File: config.mk
export PLATFORM = sky130hd
export DESIGN_NAME = sprite_motion_unit
export DESIGN_NICKNAME = d
export VERILOG_FILES = /design/src/rtl/sprite_motion_unit.sv
export SDC_FILE = /design/constraint.sdc
export NUM_CORES = 1
export LEC_CHECK = 0
export CAP_MARGIN = 10
export CORE_MARGIN = 2
export CORE_UTILIZATION = 59
export CTS_CLUSTER_DIAMETER = 80
export DETAILED_ROUTE_END_ITERATION = 8
export DONT_BUFFER_PORTS = 1
export PLACE_DENSITY = 0.78
export SYNTH_ARGS = -nofsm -noshare
export SYNTH_HDL_FRONTEND = slang
export SYNTH_SLANG_ARGS = --single-unit
File: constraint.sdc
create_clock -name clk -period 2.6 [get_ports clk]
set_input_delay 0.39 -clock clk [delete_from_list [all_inputs] [get_ports clk]]
set_output_delay 0.39 -clock clk [all_outputs]
set_load 0.005 [all_outputs]
File: src/rtl/sprite_motion_unit.sv
`default_nettype none
// ============================================================================
//  Module   : sprite_motion_unit
//  Purpose  : One maze sprite: run/stop FSM, move-tick divider, buffered turn
//             request with time-to-live, edge clamp / horizontal tunnel wrap,
//             and a registered pixel-hit flag for the colour mux.
//  Revision : 1.0  initial release
// ============================================================================
module sprite_motion_unit #(
    parameter int WIDTH    = 96,
    parameter int HEIGHT   = 72,
    parameter int SCREEN_W = 640,
    parameter int SCREEN_H = 480,
    parameter int X_START  = 272,
    parameter int Y_START  = 204,
    parameter int STEP     = 1,
    parameter int TICK_DIV = 1000000,
    parameter int TURN_TTL = 8,
    parameter int WRAP     = 1
) (
    input  logic       clk,
    input  logic       reset,
    input  logic       start,
    input  logic       win,
    input  logic       loose,
    input  logic       uE,
    input  logic       dE,
    input  logic       lE,
    input  logic       rE,
    input  logic       up,
    input  logic       down,
    input  logic       left,
    input  logic       right,
    input  logic [9:0] x,
    input  logic [8:0] y,
    output logic [9:0] xLoc,
    output logic [8:0] yLoc,
    output logic [1:0] dir,
    output logic       moving,
    output logic [1:0] state,
    output logic       won,
    output logic       hit
);

    localparam int CNT_W = (TICK_DIV > 1) ? $clog2(TICK_DIV) : 1;
    localparam int TTL_W = $clog2(TURN_TTL + 1);

    localparam logic [CNT_W-1:0] c_cnt_last = CNT_W'(TICK_DIV - 1);
    localparam logic [TTL_W-1:0] c_ttl_init = TTL_W'(TURN_TTL);
    localparam logic [10:0]      c_x_max    = 11'(SCREEN_W - WIDTH);
    localparam logic [10:0]      c_y_max    = 11'(SCREEN_H - HEIGHT);
    localparam logic [10:0]      c_step     = 11'(STEP);
    localparam logic [10:0]      c_width    = 11'(WIDTH);
    localparam logic [10:0]      c_height   = 11'(HEIGHT);
    localparam logic [9:0]       c_x_start  = 10'(X_START);
    localparam logic [8:0]       c_y_start  = 9'(Y_START);

    localparam logic [1:0] c_dir_up    = 2'd0;
    localparam logic [1:0] c_dir_down  = 2'd1;
    localparam logic [1:0] c_dir_left  = 2'd2;
    localparam logic [1:0] c_dir_right = 2'd3;

    typedef enum logic [1:0] {
        ST_IDLE = 2'd0,
        ST_RUN  = 2'd1,
        ST_DONE = 2'd2
    } state_t;

    state_t           state_q, state_d;
    logic [CNT_W-1:0] cnt_q, cnt_d;
    logic [9:0]       xloc_q, xloc_d;
    logic [8:0]       yloc_q, yloc_d;
    logic [1:0]       dir_q, dir_d;
    logic             moving_q, moving_d;
    logic             won_q, won_d;
    logic             hit_q, hit_d;
    logic             pend_v_q, pend_v_d;
    logic [1:0]       pend_dir_q, pend_dir_d;
    logic [TTL_W-1:0] pend_ttl_q, pend_ttl_d;

    logic [10:0] x_ext, y_ext, x_right, x_left, y_up, y_down;
    logic [3:0]  en_vec;
    logic        tick;
    logic        req_any;
    logic [1:0]  req_dir;
    logic        pv;
    logic [1:0]  pd;
    logic [TTL_W-1:0] pt;
    logic        do_move;
    logic [1:0]  move_dir;

    // Candidate positions one step away in each direction, with clamp / wrap.
    always_comb begin
        x_ext   = {1'b0, xloc_q};
        y_ext   = {2'b00, yloc_q};
        x_right = x_ext + c_step;
        if (x_right > c_x_max) begin
            x_right = (WRAP != 0) ? 11'd0 : c_x_max;
        end
        x_left = x_ext - c_step;
        if (x_ext < c_step) begin
            x_left = (WRAP != 0) ? c_x_max : 11'd0;
        end
        y_up = y_ext - c_step;
        if (y_ext < c_step) begin
            y_up = 11'd0;
        end
        y_down = y_ext + c_step;
        if (y_down > c_y_max) begin
            y_down = c_y_max;
        end
    end

    // Request decode, tick detection and all next-state logic.
    always_comb begin
        en_vec   = {rE, lE, dE, uE};
        tick     = (state_q == ST_RUN) && (cnt_q == c_cnt_last);
        req_any  = up | down | left | right;
        req_dir  = up ? c_dir_up : (down ? c_dir_down : (left ? c_dir_left : c_dir_right));

        state_d    = state_q;
        cnt_d      = cnt_q;
        xloc_d     = xloc_q;
        yloc_d     = yloc_q;
        dir_d      = dir_q;
        moving_d   = moving_q;
        won_d      = won_q;
        pend_v_d   = pend_v_q;
        pend_dir_d = pend_dir_q;
        pend_ttl_d = pend_ttl_q;
        pv         = pend_v_q;
        pd         = pend_dir_q;
        pt         = pend_ttl_q;
        do_move    = 1'b0;
        move_dir   = dir_q;

        hit_d = ({1'b0, x} >= x_ext) && ({1'b0, x} < x_ext + c_width) &&
                ({2'b00, y} >= y_ext) && ({2'b00, y} < y_ext + c_height);

        case (state_q)
            ST_IDLE: begin
                cnt_d    = '0;
                pend_v_d = 1'b0;
                if (start) begin
                    state_d = ST_RUN;
                end
            end
            ST_DONE: begin
                cnt_d    = '0;
                pend_v_d = 1'b0;
                if (start) begin
                    state_d  = ST_IDLE;
                    xloc_d   = c_x_start;
                    yloc_d   = c_y_start;
                    dir_d    = c_dir_left;
                    moving_d = 1'b0;
                end
            end
            ST_RUN: begin
                cnt_d = tick ? '0 : cnt_q + CNT_W'(1);
                // A fresh request replaces pending before the tick looks at it.
                if (req_any) begin
                    pv = 1'b1;
                    pd = req_dir;
                    pt = c_ttl_init;
                end
                if (tick) begin
                    if (pv && en_vec[pd]) begin
                        dir_d    = pd;
                        move_dir = pd;
                        do_move  = 1'b1;
                        pv       = 1'b0;
                    end else begin
                        do_move = en_vec[dir_q];
                        if (pv) begin
                            pt = pt - TTL_W'(1);
                            if (pt == '0) begin
                                pv = 1'b0;
                            end
                        end
                    end
                    moving_d = do_move;
                end
                pend_v_d   = pv;
                pend_dir_d = pd;
                pend_ttl_d = pt;
                if (win | loose) begin
                    state_d = ST_DONE;
                    won_d   = win;
                end
            end
            default: begin
                state_d = ST_IDLE;
            end
        endcase

        if (do_move) begin
            case (move_dir)
                c_dir_up:    yloc_d = y_up[8:0];
                c_dir_down:  yloc_d = y_down[8:0];
                c_dir_left:  xloc_d = x_left[9:0];
                default:     xloc_d = x_right[9:0];
            endcase
        end
    end

    // State registers with asynchronous reset.
    always_ff @(posedge clk or posedge reset) begin
        if (reset) begin
            state_q    <= ST_IDLE;
            cnt_q      <= '0;
            xloc_q     <= c_x_start;
            yloc_q     <= c_y_start;
            dir_q      <= c_dir_left;
            moving_q   <= 1'b0;
            won_q      <= 1'b0;
            hit_q      <= 1'b0;
            pend_v_q   <= 1'b0;
            pend_dir_q <= 2'd0;
            pend_ttl_q <= '0;
        end else begin
            state_q    <= state_d;
            cnt_q      <= cnt_d;
            xloc_q     <= xloc_d;
            yloc_q     <= yloc_d;
            dir_q      <= dir_d;
            moving_q   <= moving_d;
            won_q      <= won_d;
            hit_q      <= hit_d;
            pend_v_q   <= pend_v_d;
            pend_dir_q <= pend_dir_d;
            pend_ttl_q <= pend_ttl_d;
        end
    end

    assign xLoc   = xloc_q;
    assign yLoc   = yloc_q;
    assign dir    = dir_q;
    assign moving = moving_q;
    assign state  = state_q;
    assign won    = won_q;
    assign hit    = hit_q;

endmodule
`default_nettype wire

==> summary.txt <==
Setup path
  – Worst path top cell family by delay: simple AND/OR/NAND/NOR gates
  – Critical path, cell by cell: nor4_4 > nand4_2 > nor3_4 > buf_4 > buf_4 > a31oi_1 > o211ai_2 > nor2_1 > buf_4 > a221oi_4 > a22oi_2
  – Worst Path Required: ~2.8 ns
  – CP bufs+invs: 3
  – R2R Setup Slk: -0.1 ns
  – CP endpoint kind: register
  – Worst EP arrival: 2.89 ns
  – Max Fanout on Critical Path: 8
  – CP max stage delay: ~0.46 ns
  – Most common cell on crit path: buf_4
  – Startpoint class of the critical path: register
  – Critical Setup Path Class: register to register
  – CP max-delay cell: dfrtp_2

Yosys
  – Synthesized cell area: around 4900 um^2
  – Post-synth top area share: a little under a quarter
  – Post-synthesis cell type count: 80
  – Area leader, netlist: dfrtp_1
  – Top post-synthesis cells by area: dfrtp_1 24%, ha_1 11%, o21ai_0 5.7%
  – Avg Cell Area, Syn: between 8 and 9 um^2
  – Sequential area share after synthesis: a little over a quarter
  – Yosys Warn Count: 0
  – Syn Nets: about 670
  – Synth Flop Type: dfrtp_1
  – Ys async rst share: 100%
  – Synth Instances: 599
  – EDFF count, synth: 0
  – Post-synthesis register bit count: between 50 and 60

Floorplanning
  – Die area: between 8000 and 9000 um^2
  – Die Y: ~95 um
  – Starting Density: around 60%
  – Core area: ~8100 um^2
  – # IOs: 58
  – Die X: approximately 95 um
  – Site Rows: 33

Min path
  – Min-delay worst type: input port to register

Run
  – Count of max-cap constraint violations: 0

Timing
  – RSZ-0062 raised after global routing: true
  – Clock Skew: between 0.015 and 0.02 ns
  – Rel. slew slack: 68.2%
  – Max Fclk: roughly 0.37 GHz
  – Sum Neg Setup Slack: -0.318 ns
  – Setup ws final: -0.0972 ns
  – Hold Fails Final Rpt: 0
  – Final Setup Violations: 9
  – Post-layout minimum cycle time: between 2 and 3 ns
  – Slew @ Worst Pin: between 0.4 and 0.5 ns
  – Final Max Tran Viols: 0
  – Period utilization: 104%

Placed design
  – Detailed placement HPWL: about 10,000 um
  – Post-Place Cells: 744
  – Dpl ws: -0.00307 ns
  – # port buffers: 0
  – GPL Wtd Cong: slightly below 1
  – Area after DPL: between 5000 and 6000 um^2

Clock network
  – CTS tree: done
  – Clock Latency Late Sink: between 0.3 and 0.4 ns
  – Clock-pin slew on the worst setup and hold paths: about 0.11 ns
  – Max Root-Sink Buffers: 2
  – TritonCTS Sinks: 53
  – H-tree depth: 2
  – Clk Tree Root Cell: clkbuf_8
  – TritonCTS Buffers: 5

Routing
  – Pre-Repair DR Iteration Count: 8
  – Via density: roughly 6.6
  – Residual DRC: 0
  – Vias: 5,034
  – Routed Antenna Nets: 0
  – Routed wire per std cell: between 15 and 20 um
  – DRT Wirelength: between 10,000 and 15,000 um
  – DRT iter0 DRCs: approximately 360

GRT
  – Initial antenna violation count: 0
  – Tot GR Track Use: 30.6%
  – Number of global-route vias before repair: around 4,700
  – Largest net degree at the start of global routing: 34
  – Remaining global-route overflow: 0
  – First-pass GRT wire length: 22,300 um

Cells and area
  – # diodes: 0
  – Share of cells above drive strength 1: around a fifth
  – Layout Cells excl Fill: roughly 760
  – Area grow syn2layout: 17.6%
  – Cell area after layout: between 5000 and 6000 um^2
  – Nets: between 700 and 800

Power
  – Lkg Pwr: roughly 2.5 nW
  – Post-layout power: between 2 and 3 mW
  – Combinational group share of total power: approximately two fifths
  – VDD IR max: approximately 0.32 mV
  – Power per standard cell area: approximately 470 nW/um^2
  – Register share of total power: 38.7%
  – Sw Ratio: about two fifths
  – Clock Power Share: between 10% and 20%
  – Internal power: ~1.6 mW
  – Switching pwr: ~1.1 mW

Outcome
  – Failing checks: negative setup slack
  – Outcome: finished, violations left
[registers in the layout, indices dropped and copies added, names as in the netlist]
register	count
pend_v_q	1
moving	1
cnt_q	20
state	2
won	1
pend_ttl_q	4
pend_dir_q	2
xLoc	10
yLoc	9
hit	1
dir	2
[worst register-to-register path: cells and delay by family (launching register included)]
family / cells / cell delay, ns
buf+inv: 3 / 0.46
simple gates: 4 / 0.88
flops: 1 / 0.46
compound gates: 4 / 0.76
[final cells by class]
class	instances	area, um^2
Clock buffer	6	82.6
Clock inverter	2	16.3
Fill cell	634	2380
Inverter	34	131
Multi-Input combinational cell	487	3420
Sequential cell	53	1340
Tap cell	105	131
Timing Repair Buffer	77	601
[cells in the final DEF, fill, tap and decap left out, types with 22 or more instances in the layout]
master,count
dfrtp_1,45
buf_4,73
ha_1,43
nor2_1,32
nand3_1,22
inv_1,29
a21oi_1,37
nor3_1,22
nand2_1,58
o21ai_0,51
[repair_timing]
action | in CTS | in global routing
gates resized for setup | 2 | 34
pin swaps | 0 | 11
hold endpoints to repair | 17 | 0
buffers inserted | 0 | 11
endpoints found under the setup margin | 2 | 20
hold buffers | 1 | 0
[synth_stat cells (all sizes together), types with 6 or more instances]
cell type / n
buf: 10
nor4: 6
o21ai: 57
nand2: 61
a211oi: 8
and3: 11
and2: 8
nor2: 37
nor2b: 6
nor3: 25
ha: 43
clkbuf: 15
and4: 7
xnor2: 12
o31ai: 8
a21o: 12
nand3: 24
a31oi: 10
mux2i: 6
a21oi: 39
nand4: 12
nand2b: 8
dfstp: 7
o211ai: 9
dfrtp: 46
inv: 31
[power groups by stage]
stage               logic, mW  clock network [mW]  registers, mW
floorplan               0.753                   0           1.01
global placement         1.01                   0           1.04
detailed placement       1.05                   0           1.04
CTS                      1.06               0.515           1.03
global route             1.24               0.547           1.05
finish                   1.13               0.516           1.04
[cells by family after synthesis]
logic type	after synthesis	share of synthesized area, %
AOI/OAI and AO/OA	198	27.2
xor gates and xnor gates	17	3.06
adders and majority gates	43	11.1
buffers and inverters	59	4.84
DFF	53	27.5
muxes	7	1.96
and+or+nand+nor	222	24.4
[path summary, 6_finish.rpt]
kind	start	end	cells past startpoint
hold reg to reg	cnt_q[3]	cnt_q[3]	1
max in group asynchronous	reset	yLoc[6]	3
min in group asynchronous	reset	won	2
setup / recovery	cnt_q[15]	xLoc[7]	11
setup reg to reg	cnt_q[15]	xLoc[7]	11
hold / removal	start	state[1]	1
[stage by stage]
stage	hold WS (ns)	util, %
3_5_place_dp	0.317	66.5
4_1_cts	0.151	68.1
6_report	0.147	70.6
2_1_floorplan	0.459	-
3_3_place_gp	0.312	66.5
5_1_grt	0.137	70.6
[metal layers]
| metal | share of wire [%] | track usage, % | wire [um] | vias up |
|---|---|---|---|---|
| li1 | - | - | - | 2365 |
| met1 | 42 | 42.2 | 5820 | 2401 |
| met2 | 49 | 50.5 | 6780 | 242 |
| met3 | 7.6 | 4.71 | 1060 | 26 |
| met4 | 1.8 | 7.85 | 250 | 0 |
| met5 | 0 | 0 | 0 | - |
Note: power is estimated with default switching activity, not from simulation.
